--- config.mk ---
export PLATFORM = sky130hd
export DESIGN_NAME = rf_1p_arb_flat
export DESIGN_NICKNAME = d
export VERILOG_FILES = /design/src/rtl/rf_1p_arb_if.sv /design/src/rtl/rf_1p_arb.sv /design/src/flat_wrapper.sv
export SDC_FILE = /design/constraint.sdc
export NUM_CORES = 1
export LEC_CHECK = 0
export CORE_ASPECT_RATIO = 0.7
export CORE_MARGIN = 10
export CORE_UTILIZATION = 28
export CTS_CLUSTER_SIZE = 28
export DETAILED_ROUTE_END_ITERATION = 12
export GPL_TIMING_DRIVEN = 0
export PLACE_DENSITY = 0.82
export SLEW_MARGIN = 10
export SYNTH_ARGS = -nofsm -noshare
export SYNTH_HDL_FRONTEND = slang
export SYNTH_SLANG_ARGS = --single-unit
--- constraint.sdc ---
create_clock -name clk -period 1.6 [get_ports clk]
set_input_delay 0.32 -clock clk [delete_from_list [all_inputs] [get_ports clk]]
set_output_delay 0.32 -clock clk [all_outputs]
set_load 0.03 [all_outputs]
--- src/rtl/rf_1p_arb_if.sv ---
// Bundle of the two requester ports, the clear control and the rf_1p-style memory port.
// The slave modport is the arbiter's view; master is the requester/memory side.
interface rf_1p_arb_if #(
    parameter int Word_Width = 32,
    parameter int Addr_Width = 8
);
    logic                  clr_i;
    logic                  clr_busy_o;

    logic                  a_req_i;
    logic                  a_we_i;
    logic [Addr_Width-1:0] a_addr_i;
    logic [Word_Width-1:0] a_data_i;
    logic                  a_gnt_o;
    logic                  a_rvld_o;

    logic                  b_req_i;
    logic                  b_we_i;
    logic [Addr_Width-1:0] b_addr_i;
    logic [Word_Width-1:0] b_data_i;
    logic                  b_gnt_o;
    logic                  b_rvld_o;

    logic [Word_Width-1:0] rdata_o;

    logic                  mem_cen_o;
    logic                  mem_wen_o;
    logic [Addr_Width-1:0] mem_addr_o;
    logic [Word_Width-1:0] mem_data_o;
    logic [Word_Width-1:0] mem_data_i;

    modport slave (
        input  clr_i,
        input  a_req_i, a_we_i, a_addr_i, a_data_i,
        input  b_req_i, b_we_i, b_addr_i, b_data_i,
        input  mem_data_i,
        output clr_busy_o,
        output a_gnt_o, a_rvld_o,
        output b_gnt_o, b_rvld_o,
        output rdata_o,
        output mem_cen_o, mem_wen_o, mem_addr_o, mem_data_o
    );

    modport master (
        output clr_i,
        output a_req_i, a_we_i, a_addr_i, a_data_i,
        output b_req_i, b_we_i, b_addr_i, b_data_i,
        output mem_data_i,
        input  clr_busy_o,
        input  a_gnt_o, a_rvld_o,
        input  b_gnt_o, b_rvld_o,
        input  rdata_o,
        input  mem_cen_o, mem_wen_o, mem_addr_o, mem_data_o
    );
endinterface

--- src/rtl/rf_1p_arb.sv ---
// Two-requester round-robin arbiter in front of a single-port register file,
// with a full-depth zero-fill sequencer.
//
// state    | meaning
// ---------+-------------------------------------------------------------
// ST_IDLE  | arbitrate A/B requests, one memory access per cycle
// ST_CLEAR | write zero to address cnt_q every cycle, requests held off
module rf_1p_arb #(
    parameter int Word_Width = 32,
    parameter int Addr_Width = 8
) (
    input  logic         clk,
    input  logic         rst,
    rf_1p_arb_if.slave   bus
);
    typedef enum logic {ST_IDLE, ST_CLEAR} state_t;

    localparam logic [Addr_Width-1:0] CntLast = '1;

    state_t                state_q, state_d;
    logic [Addr_Width-1:0] cnt_q, cnt_d;
    logic                  b_last_q, b_last_d;
    logic                  a_rvld_q, b_rvld_q;
    logic                  a_win, b_win;

    always_ff @(posedge clk or posedge rst) begin
        if (rst) begin
            state_q  <= ST_IDLE;
            cnt_q    <= '0;
            b_last_q <= 1'b1;
            a_rvld_q <= 1'b0;
            b_rvld_q <= 1'b0;
        end else begin
            state_q  <= state_d;
            cnt_q    <= cnt_d;
            b_last_q <= b_last_d;
            a_rvld_q <= a_win & ~bus.a_we_i;
            b_rvld_q <= b_win & ~bus.b_we_i;
        end
    end

    always_comb begin
        state_d        = state_q;
        cnt_d          = cnt_q;
        b_last_d       = b_last_q;
        a_win          = 1'b0;
        b_win          = 1'b0;
        bus.mem_cen_o  = 1'b1;
        bus.mem_wen_o  = 1'b1;
        bus.mem_addr_o = '0;
        bus.mem_data_o = '0;

        case (state_q)
            ST_IDLE: begin
                // rst gating keeps the memory port quiet while reset is held
                if (!rst) begin
                    a_win = bus.a_req_i & (~bus.b_req_i | b_last_q);
                    b_win = bus.b_req_i & ~a_win;
                end
                if (a_win) begin
                    bus.mem_cen_o  = 1'b0;
                    bus.mem_wen_o  = ~bus.a_we_i;
                    bus.mem_addr_o = bus.a_addr_i;
                    bus.mem_data_o = bus.a_we_i ? bus.a_data_i : '0;
                end else if (b_win) begin
                    bus.mem_cen_o  = 1'b0;
                    bus.mem_wen_o  = ~bus.b_we_i;
                    bus.mem_addr_o = bus.b_addr_i;
                    bus.mem_data_o = bus.b_we_i ? bus.b_data_i : '0;
                end
                if (a_win || b_win) begin
                    b_last_d = b_win;
                end
                if (bus.clr_i) begin
                    state_d = ST_CLEAR;
                    cnt_d   = '0;
                end
            end
            ST_CLEAR: begin
                bus.mem_cen_o  = 1'b0;
                bus.mem_wen_o  = 1'b0;
                bus.mem_addr_o = cnt_q;
                cnt_d          = cnt_q + 1'b1;
                if (cnt_q == CntLast) begin
                    state_d = ST_IDLE;
                end
            end
            default: begin
                state_d = ST_IDLE;
            end
        endcase
    end

    assign bus.a_gnt_o    = a_win;
    assign bus.b_gnt_o    = b_win;
    assign bus.a_rvld_o   = a_rvld_q;
    assign bus.b_rvld_o   = b_rvld_q;
    assign bus.clr_busy_o = (state_q == ST_CLEAR);
    assign bus.rdata_o    = bus.mem_data_i;
endmodule

--- src/flat_wrapper.sv ---
// flat-port wrapper written by rule: the top's interface ports become plain ports
module rf_1p_arb_flat 
#(
    parameter int Word_Width = 32,
    parameter int Addr_Width = 8
)
  (clk, rst, bus_clr_i, bus_a_req_i, bus_a_we_i, bus_a_addr_i, bus_a_data_i, bus_b_req_i, bus_b_we_i, bus_b_addr_i, bus_b_data_i, bus_mem_data_i, bus_clr_busy_o, bus_a_gnt_o, bus_a_rvld_o, bus_b_gnt_o, bus_b_rvld_o, bus_rdata_o, bus_mem_cen_o, bus_mem_wen_o, bus_mem_addr_o, bus_mem_data_o);
  rf_1p_arb_if #(.Word_Width(Word_Width), .Addr_Width(Addr_Width)) bus_i ();
  input  logic clk;
  input  logic rst;
  input wire logic [$bits(bus_i.clr_i)-1:0] bus_clr_i;
  input wire logic [$bits(bus_i.a_req_i)-1:0] bus_a_req_i;
  input wire logic [$bits(bus_i.a_we_i)-1:0] bus_a_we_i;
  input wire logic [$bits(bus_i.a_addr_i)-1:0] bus_a_addr_i;
  input wire logic [$bits(bus_i.a_data_i)-1:0] bus_a_data_i;
  input wire logic [$bits(bus_i.b_req_i)-1:0] bus_b_req_i;
  input wire logic [$bits(bus_i.b_we_i)-1:0] bus_b_we_i;
  input wire logic [$bits(bus_i.b_addr_i)-1:0] bus_b_addr_i;
  input wire logic [$bits(bus_i.b_data_i)-1:0] bus_b_data_i;
  input wire logic [$bits(bus_i.mem_data_i)-1:0] bus_mem_data_i;
  output wire logic [$bits(bus_i.clr_busy_o)-1:0] bus_clr_busy_o;
  output wire logic [$bits(bus_i.a_gnt_o)-1:0] bus_a_gnt_o;
  output wire logic [$bits(bus_i.a_rvld_o)-1:0] bus_a_rvld_o;
  output wire logic [$bits(bus_i.b_gnt_o)-1:0] bus_b_gnt_o;
  output wire logic [$bits(bus_i.b_rvld_o)-1:0] bus_b_rvld_o;
  output wire logic [$bits(bus_i.rdata_o)-1:0] bus_rdata_o;
  output wire logic [$bits(bus_i.mem_cen_o)-1:0] bus_mem_cen_o;
  output wire logic [$bits(bus_i.mem_wen_o)-1:0] bus_mem_wen_o;
  output wire logic [$bits(bus_i.mem_addr_o)-1:0] bus_mem_addr_o;
  output wire logic [$bits(bus_i.mem_data_o)-1:0] bus_mem_data_o;
  assign bus_i.clr_i = bus_clr_i;
  assign bus_i.a_req_i = bus_a_req_i;
  assign bus_i.a_we_i = bus_a_we_i;
  assign bus_i.a_addr_i = bus_a_addr_i;
  assign bus_i.a_data_i = bus_a_data_i;
  assign bus_i.b_req_i = bus_b_req_i;
  assign bus_i.b_we_i = bus_b_we_i;
  assign bus_i.b_addr_i = bus_b_addr_i;
  assign bus_i.b_data_i = bus_b_data_i;
  assign bus_i.mem_data_i = bus_mem_data_i;
  assign bus_clr_busy_o = bus_i.clr_busy_o;
  assign bus_a_gnt_o = bus_i.a_gnt_o;
  assign bus_a_rvld_o = bus_i.a_rvld_o;
  assign bus_b_gnt_o = bus_i.b_gnt_o;
  assign bus_b_rvld_o = bus_i.b_rvld_o;
  assign bus_rdata_o = bus_i.rdata_o;
  assign bus_mem_cen_o = bus_i.mem_cen_o;
  assign bus_mem_wen_o = bus_i.mem_wen_o;
  assign bus_mem_addr_o = bus_i.mem_addr_o;
  assign bus_mem_data_o = bus_i.mem_data_o;
  rf_1p_arb #(.Word_Width(Word_Width), .Addr_Width(Addr_Width)) u_core (.clk(clk), .rst(rst), .bus(bus_i));
endmodule
Word-level counts from Yosys, hierarchy flattened
Index checks and enable logic that the tools add are counted.

storage, ports and cells
  flip-flop bits (word level) = 12
  latch bits = 0
  RAM bits = 0
  bits in read-only memories = 0
  input port bits = 119
  output and inout bits = 79
  logic and storage cells = 45
  memories kept = 0

operators by class
  add/sub/neg operators = 1
  multiply operators = 0
  divide/modulo/power cells = 0
  magnitude comparators = 0
  equal/unequal tests = 2
  shift operators = 0
  multiplexer cells = 25
  bitwise operators = 10
  reduce and logical (&&, ||, !) cells = 2

operator list
  kind                                                           count
  32-bit two-way mux                                             5
  8-bit case mux with 2 select lines                             2
  8-bit two-way mux                                              3
  1-bit two-way mux                                              12
  8-bit by 1-bit adder with 8-bit output, second input constant  1
  8-bit == test, second input constant                           1
  1-bit case mux with 2 select lines                             3
  1-bit inverter                                                 5
  1-bit bitwise AND                                              4
  2-bit inequality test, second input constant                   1
  2-bit AND reduction                                            1
  1-bit logical OR                                               1
  1-bit bitwise OR                                               1

Depth between registers and ports, before layout
Gate-level depths: netlist of run 1.

  depth after elaboration = 10
  mapped depth = 5
  depth with buffers taken out = 4

Worst setup path before layout of run 1
No wires, ideal clock.

  kind = register -> output
  start = register u_core.state_q (netlist: u_core.bus.clr_busy_o)
  end = output port bus_mem_addr_o[1]
  data arrival time = 1.639 ns
  required time = 1.280 ns
  path slack = -0.359 ns
  cell stages (with the launch flop) = 5
  path buffers = 2
  path through = dfrtp_1 buf_2 and3b_1 clkbuf_1 a221o_1

on the way
  cells in the longest elaborated chain, start to end = 2

ends and longest elaborated chain
  item                                    line                text
  start, declared                         rf_1p_arb.sv:20     state_t state_q, state_d;
  start signal, assigned                  rf_1p_arb.sv:34     state_q <= state_d;
  1-bit inverter (no source line)         -
  8-bit case mux with 2 select lines (*)  rf_1p_arb.sv:53     case (state_q)
  end, declared                           flat_wrapper.sv:29  output wire logic [$bits(bus_i.mem_addr_o)-1:0] bus_mem_addr_o;

Every way passes the cells marked *; elsewhere a longest branch is shown, timed or not.

Final worst setup path of run 1
  start = register u_core.b_last_q
  end = output port bus_mem_data_o[18]

on the way
  cells in the longest elaborated chain, start to end = 9
  elaborated cells between the ends (all ways) = 11
  those cells by class = mux: 7; bitwise: 4

ends and longest elaborated chain
  item                    line                text
  start, declared         rf_1p_arb.sv:22     logic b_last_q, b_last_d;
  start signal, assigned  rf_1p_arb.sv:36     b_last_q <= b_last_d;
  1-bit bitwise OR (*)    rf_1p_arb.sv:57     a_win = bus.a_req_i & (~bus.b_req_i | b_last_q);
  1-bit bitwise AND (*)   rf_1p_arb.sv:57
  1-bit inverter          rf_1p_arb.sv:58     b_win = bus.b_req_i & ~a_win;
  1-bit bitwise AND       rf_1p_arb.sv:58
  1-bit two-way mux       rf_1p_arb.sv:56     if (!rst) begin
  1-bit two-way mux       rf_1p_arb.sv:53
  32-bit two-way mux      rf_1p_arb.sv:65     end else if (b_win) begin
  32-bit two-way mux (*)  rf_1p_arb.sv:60     if (a_win) begin
  32-bit two-way mux (*)  rf_1p_arb.sv:53
  end, declared           flat_wrapper.sv:30  output wire logic [$bits(bus_i.mem_data_o)-1:0] bus_mem_data_o;

Every way passes the cells marked *; elsewhere a longest branch is shown, timed or not. The select of a mux whose other input is x is not followed.

==> results of run 1 <==
==> repair_timing <==
item                                    4_1_cts  5_1_grt
endpoints found under the setup margin       47       45
gates resized for setup                     348       11
gates cloned                                  3        1
setup buffers                                10        2
pin swaps                                    39       10
==> flip-flops by register name (all words and copies together), names as in the netlist <==
| name | cells |
|---|---|
| u_core.bus.clr_busy_o | 1 |
| u_core.bus.b_rvld_o | 1 |
| u_core.cnt_q | 8 |
| u_core.bus.a_rvld_o | 1 |
| u_core.b_last_q | 1 |
==> Yosys cell counts, types with 2 or more instances <==
master                     number
sky130_fd_sc_hd__a21oi_1       32
sky130_fd_sc_hd__a221o_1        8
sky130_fd_sc_hd__and2_1         4
sky130_fd_sc_hd__and4b_1        4
sky130_fd_sc_hd__buf_2          7
sky130_fd_sc_hd__buf_4         33
sky130_fd_sc_hd__buf_6          6
sky130_fd_sc_hd__clkbuf_1      18
sky130_fd_sc_hd__dfrtp_1       11
sky130_fd_sc_hd__inv_1          2
sky130_fd_sc_hd__nand2_1        5
sky130_fd_sc_hd__nand2b_1       2
sky130_fd_sc_hd__nand3_1        4
sky130_fd_sc_hd__nand4_1       67
sky130_fd_sc_hd__nor2_1         6
sky130_fd_sc_hd__nor2b_1        3
sky130_fd_sc_hd__o211ai_1       3
sky130_fd_sc_hd__o21ai_0        2
sky130_fd_sc_hd__o21ai_1        3
sky130_fd_sc_hd__o31ai_1        2
==> per-layer routing <==
metal	global-route usage, %	share of wire, %	wire length [microns]
met5	0	0	0
met4	2.27	0.76	79
met3	7.10	11	1110
met2	33.6	50	5260
met1	23.0	38	3970
==> how the worst max path moves through the flow <==
stage                               startpoint            endpoint  depth (start not counted)
2_1_floorplan  u_core.bus.clr_busy_o$_DFF_PP0_   bus_mem_addr_o[1]                          4
3_3_place_gp                       bus_a_req_i   bus_mem_data_o[3]                          7
3_5_place_dp                       bus_a_req_i   bus_mem_data_o[8]                          7
4_1_cts            u_core.b_last_q$_DFFE_PP1P_   bus_mem_data_o[8]                          6
5_1_grt            u_core.b_last_q$_DFFE_PP1P_   bus_mem_data_o[8]                          6
6_report           u_core.b_last_q$_DFFE_PP1P_  bus_mem_data_o[18]                          6
==> area by class of cell <==
| type | instances | area share [%] |
|---|---|---|
| Buffer | 61 | 12.8 |
| Clock buffer | 4 | 1.29 |
| Inverter | 2 | 0.176 |
| Multi-Input combinational cell | 159 | 32.6 |
| Sequential cell | 12 | 7.10 |
| Tap cell | 75 | 2.20 |
| Timing Repair Buffer | 178 | 43.8 |
==> kinds of logic (layout without fill, tap and decap cells) <==
| logic type | count (synthesis) | count (layout) | synth area share (%) |
|---|---|---|---|
| flops | 12 | 12 | 17.4 |
| simple gates | 102 | 102 | 37.0 |
| fa+ha+maj | 1 | 1 | 0.720 |
| mux | 1 | 1 | 0.648 |
| xor+xnor | 1 | 1 | 0.504 |
| compound gates | 54 | 54 | 19.1 |
| buf+inv | 67 | 245 | 24.7 |
==> power groups by stage <==
stage / clock network (W) / registers, W / logic [W]
finish: 0.000338 / 0.000594 / 0.00206
global route: 0.000369 / 0.000612 / 0.00218
CTS: 0.000336 / 0.000585 / 0.00204
detailed placement: 0 / 0.000585 / 0.00183
global placement: 0 / 0.000579 / 0.00179
floorplan: 0 / 0.000546 / 0.00116
==> metrics by stage <==
step / setup WS [ns] / utilization (%) / cells / instance area [sq um]
floorplan: -0.0666 / - / 238 / 2180
global placement: -1.33 / 66.6 / 476 / 3910
detailed placement: -1.37 / 66.6 / 476 / 3910
CTS: -0.415 / 72.5 / 490 / 4260
global route: -0.498 / 72.7 / 491 / 4270
finish: -0.421 / 72.7 / 491 / 4270
==> critical path, cell delays in order (launching register included) <==
cell,delay [ns]
sky130_fd_sc_hd__dfstp_2,0.55
sky130_fd_sc_hd__nand2b_4,0.15
sky130_fd_sc_hd__buf_12,0.13
sky130_fd_sc_hd__clkbuf_16,0.15
sky130_fd_sc_hd__nand4_1,0.15
sky130_fd_sc_hd__a21oi_4,0.18
sky130_fd_sc_hd__buf_6,0.14
==> metrics.txt, run 1 <==
combinational share of power=68.8%; Port Buffers=163; Die Width=114 microns; number of synthesized flops with an enable pin=0; reg-to-reg slack, setup=0.19 ns; Vias/cell=5.41; total net switching power=0.00129 W; static power due to leakage=1.58 nW; total track usage=19.4%; most common flop cell mapped by yosys=sky130_fd_sc_hd__dfrtp_1; share of the yosys chip area belonging to registers=17.4%; number of library cell types mapped by synthesis=36; internal cell power=0.00170 W; Mapped Cells=238; Fmax=495 MHz; total of warnings raised by yosys=0; clock insertion delay at the later pin of the skew report=0.25 ns; initial antenna violation count=0; portion of total power attributed to sequential cells=19.9%; area grow syn2layout=146%; most common cell after layout, fill and taps aside=sky130_fd_sc_hd__clkdlybuf4s50_1; Remaining Overflow, GRT=0; number of fill cells=443; core outline area=5870 sq um; final worst slack=-0.421 ns; post-synth top area cell=sky130_fd_sc_hd__nand4_1; unrepaired setup endpoints after global routing=true; worst vdd rail ir drop=714 uV; Power Total=0.00299 W; area taken by multi-input logic gates=1390 sq um; Clock Power Share=11.3%; number of buffers added by the clock tree synthesis step=3; I/O pins=198; global placement routability congestion=0.846; Arrival @ worst endpoint=1.70 ns; top post-synthesis cells by area=sky130_fd_sc_hd__nand4_1 24%, sky130_fd_sc_hd__dfrtp_1 16%, sky130_fd_sc_hd__buf_4 14%; ratio of total power to cell area=700 nW/um^2; Storage cell area=303 sq um; area share of the largest cell type after synthesis=24.1%; number of antenna-violating nets in the routed design=0; critical path class=reg2out; largest fanout of any net on the critical path=10; number of detailed-routing iterations run before antenna repair=4; max-cap viol count=0; Fin. Hold Viols=0; pin slew with the least headroom to its limit=0.504 ns; number of hold-repair buffers added at the cts stage=0; type of the tightest min-delay check=in2async; mapped cell area=1740 sq um; min Tclk post-route=2.02 ns; Slew headroom=66.3%; maximum buffer depth of the clock tree=2; average instance area after synthesis=7.30 sq um; share of total power consumed by net switching=43.2%; Worst R2R End=u_core.cnt_q[5]$_DFFE_PP0P_; via count=2,656; Setup crit end kind=output pin; sum of net half-perimeters after detailed placement=8070 microns; Worst Reg-to-Reg Cells=4; clock edge transition at the registers on the reported setup and hold paths=0.05 ns; ratio of cells with drive above 1 in the final layout=40.6%; Finish-stage setup viols=43; buffer cell driving the clock tree root=sky130_fd_sc_hd__clkbuf_8; 1st-iter DRT viols=182; final worst clock skew=0.00114 ns; maximum number of pins on one net before global-route repair=13; violated checks=setup timing; critical register-to-register path startpoint=u_core.bus.clr_busy_o$_DFF_PP0_; sum of negative setup slack=-15.81 ns; run status=finished, violations left; via count of the first global-routing pass=2,829; global-route wire length before repair=15,900 microns; Final Max Slew Viols=0; Routed Wire Length=10,400 microns; Min Hold Slack=0.346 ns; remaining design rule violation count=0; area enclosed by the die boundary=9800 sq um; # clock sinks=12; row count=23; Final Cycle Share=126%; Avg WL per Cell=21.2 microns; number of diodes=0; Synth Register Bits=12; fraction of registers with async set/reset=100%; Max H-tree Level=1; die span in y=85.9 microns; CP Launch Type=register; Worst Path Required=1.28 ns; clock tree from TritonCTS=built; Starting Density=29.6%; net count after synthesis=358; Total Nets Final=537; top library cells by usage in the layout, fill and taps aside=114 x sky130_fd_sc_hd__clkdlybuf4s50_1, 67 x sky130_fd_sc_hd__nand4_1, 50 x sky130_fd_sc_hd__buf_6
(Power assumes the default switching activity.)
==> run 2: changes to the inputs <==
--- a/config.mk
+++ b/config.mk
@@ -6,7 +6,7 @@
 export NUM_CORES = 1
 export LEC_CHECK = 0
 export CORE_ASPECT_RATIO = 0.7
-export CORE_MARGIN = 10
+export CORE_MARGIN = 8
 export CORE_UTILIZATION = 28
 export CTS_CLUSTER_SIZE = 28
 export DETAILED_ROUTE_END_ITERATION = 12
==> run 2 against run 1 <==
Effect of this change: the flow still finishes with violations (setup timing); routed wire length shrank 7.6%; final area shrank 0.62%; register-to-register slack is essentially flat; sequential power grew 0.7%; sequential share of layout area is essentially flat; first-iteration DRC count shrank 28%.
==> metrics.txt, run 2 (synthesis gave the netlist of run 1 again) <==
clock tree from TritonCTS=built; clock insertion delay at the later pin of the skew report=0.25 ns (about the same); cells traversed along the worst timing path=clkdlybuf4s15_2 > nor2b_2 > buf_6 > and3b_4 > clkbuf_16 > a221o_2 > buf_6; buffer cell driving the clock tree root=sky130_fd_sc_hd__clkbuf_8; Fin. Hold Viols=0 (unchanged); maximum number of pins on one net before global-route repair=13 (unchanged); number of antenna-violating nets in the routed design=0 (unchanged); min Tclk post-route=2.01 ns (-0.0131 ns); Worst Path Required=1.28 ns (about the same); number of buffers added by the clock tree synthesis step=3 (unchanged); via count of the first global-routing pass=2,666 (-5.8%); top library cells by usage in the layout, fill and taps aside=113 x sky130_fd_sc_hd__clkdlybuf4s50_1, 67 x sky130_fd_sc_hd__nand4_1, 50 x sky130_fd_sc_hd__buf_6; Min Hold Slack=0.288 ns (-0.0579 ns); CP Launch Type=input pin; number of detailed-routing iterations run before antenna repair=4 (unchanged); # clock sinks=12 (unchanged); ratio of cells with drive above 1 in the final layout=40.3% (-0.29 points); Remaining Overflow, GRT=0 (unchanged); met2 global-route usage=34.2% (+0.66 points); fraction of met1 tracks used by global routing=23.4% (+0.44 points); Routed Wire Length=9630 microns (-7.6%); Arrival @ worst endpoint=1.69 ns (about the same); 1st-iter DRT viols=131 (-28%); run status=finished, violations left; Critical-path top delay cell=sky130_fd_sc_hd__a221o_2; total track usage=19.0% (-0.37 points); sum of negative setup slack=-15.06 ns (+0.749 ns); critical register-to-register path startpoint=u_core.bus.clr_busy_o$_DFF_PP0_; Worst Reg-to-Reg Cells=4 (unchanged); worst vdd rail ir drop=755 uV (+5.9%); pin slew with the least headroom to its limit=0.483 ns (-0.0215 ns); via count=2,637 (-0.72%); reg-to-reg slack, setup=0.19 ns (about the same); Top reg by flops=u_core.cnt_q; die span in y=81.9 microns (-4.7%); global-route layer with the greatest usage=met2; unrepaired setup endpoints after global routing=true; remaining design rule violation count=0 (unchanged); final worst clock skew=0.00696 ns (+0.00582 ns); Setup crit end kind=output pin; final worst slack=-0.408 ns (+0.0131 ns); Worst R2R End=u_core.cnt_q[7]$_DFFE_PP0P_; Port Buffers=163 (unchanged); static power due to leakage=1.57 nW (-0.98%); Final Cycle Share=126% (-0.82 points); I/O pins=198 (unchanged); met3 usage in global routing=4.08% (-3.0 points); clock edge transition at the registers on the reported setup and hold paths=0.06 ns (about the same); max-cap viol count=0 (unchanged); maximum buffer depth of the clock tree=2 (unchanged); type of the tightest min-delay check=in2async; Finish-stage setup viols=44 (+2.3%); Vias/cell=5.36 (-0.92%); core outline area=6130 sq um (+4.3%); global-route wire length before repair=13,900 microns (-13%); area grow syn2layout=144%; initial antenna violation count=0 (unchanged); largest fanout of any net on the critical path=7 (-3); row count=24 (+4.3%); Max H-tree Level=1 (unchanged); critical path class=in2out; cell repeated most along the worst path=sky130_fd_sc_hd__buf_6; Avg WL per Cell=19.6 microns (-7.8%); most common cell after layout, fill and taps aside=sky130_fd_sc_hd__clkdlybuf4s50_1; number of diodes=0 (unchanged); CP max stage delay=0.34 ns (-0.21 ns); number of flip-flops in the largest register=8 (unchanged); Die Width=110 microns (-3.5%); Slew headroom=67.8% (+1.4 points); violated checks=setup timing; Fmax=498 MHz (+0.65%); Final Max Slew Viols=0 (unchanged); Total Nets Final=535 (-0.37%); ratio of total power to cell area=687 nW/um^2 (-1.9%); area enclosed by the die boundary=9020 sq um (-8.0%); global placement routability congestion=0.820 (-3.0%); Starting Density=28.3% (-1.2 points); number of fill cells=479 (+8.1%); sum of net half-perimeters after detailed placement=7480 microns (-7.3%)
-- run 2: worst max-delay path by stage --
stage | slack, ns | endpoint | start
after floorplan | -0.07 | bus_mem_addr_o[1] | u_core.bus.clr_busy_o$_DFF_PP0_
after global placement | -1.34 | bus_mem_data_o[28] | bus_a_req_i
after detailed placement | -1.37 | bus_mem_data_o[20] | bus_a_req_i
after CTS | -0.41 | bus_mem_addr_o[5] | u_core.b_last_q$_DFFE_PP1P_
after global routing | -0.47 | bus_mem_data_o[16] | u_core.b_last_q$_DFFE_PP1P_
final | -0.41 | bus_mem_addr_o[1] | bus_a_req_i
-- run 2: critical path, delay by kind of cell --
family                 cells  cell delay, ns
and+or+nand+nor            2            0.38
buffers and inverters      4            0.65
AOI/OAI and AO/OA          1            0.34
-- run 2: layer usage --
layer | share of wire [%] | wire length (microns)
met4 | 0.43 | 41
met1 | 40 | 3820
met2 | 51 | 4910
met3 | 9.0 | 866
met5 | 0 | 0
-- run 2: metrics by stage --
stage               cells  power, W  worst slack (ns)  area [sq um]  utilization [%]
finish                492   0.00291            -0.408          4240             69.2
global route          492   0.00307            -0.470          4240             69.2
CTS                   490   0.00291            -0.409          4190             68.4
global placement      479   0.00237             -1.34          3910             63.8
detailed placement    479   0.00241             -1.37          3910             63.8
floorplan             238   0.00170           -0.0666          2180                -
-- run 2: layout make-up --
| cell class | count | area, sq um | area share, % |
|---|---|---|---|
| inverters | 2 | 7.51 | 0.177 |
| well taps | 78 | 97.6 | 2.30 |
| plain buffers | 62 | 558 | 13.2 |
| flip-flops and latches | 12 | 303 | 7.14 |
| multi-input cells | 159 | 1390 | 32.8 |
| clock buffers | 4 | 45.0 | 1.06 |
| repair buffers | 175 | 1840 | 43.3 |
-- run 2: power by group --
part / leakage [nW] / internal (W) / switching [W] / total [W]
clock: 0.0228 / 0.000176 / 0.000126 / 0.000302
sequential: 0.141 / 0.000432 / 0.000166 / 0.000598
combinational: 1.41 / 0.00103 / 0.000985 / 0.00201
-- run 2: timing repair --
| action | 4_1_cts | 5_1_grt |
|---|---|---|
| pin swaps | 35 | 8 |
| buffers inserted | 7 | 3 |
| resized for setup | 344 | 12 |
| gates cloned | 2 | 1 |
| hold buffers | 0 | 0 |
| setup endpoints to repair | 48 | 45 |
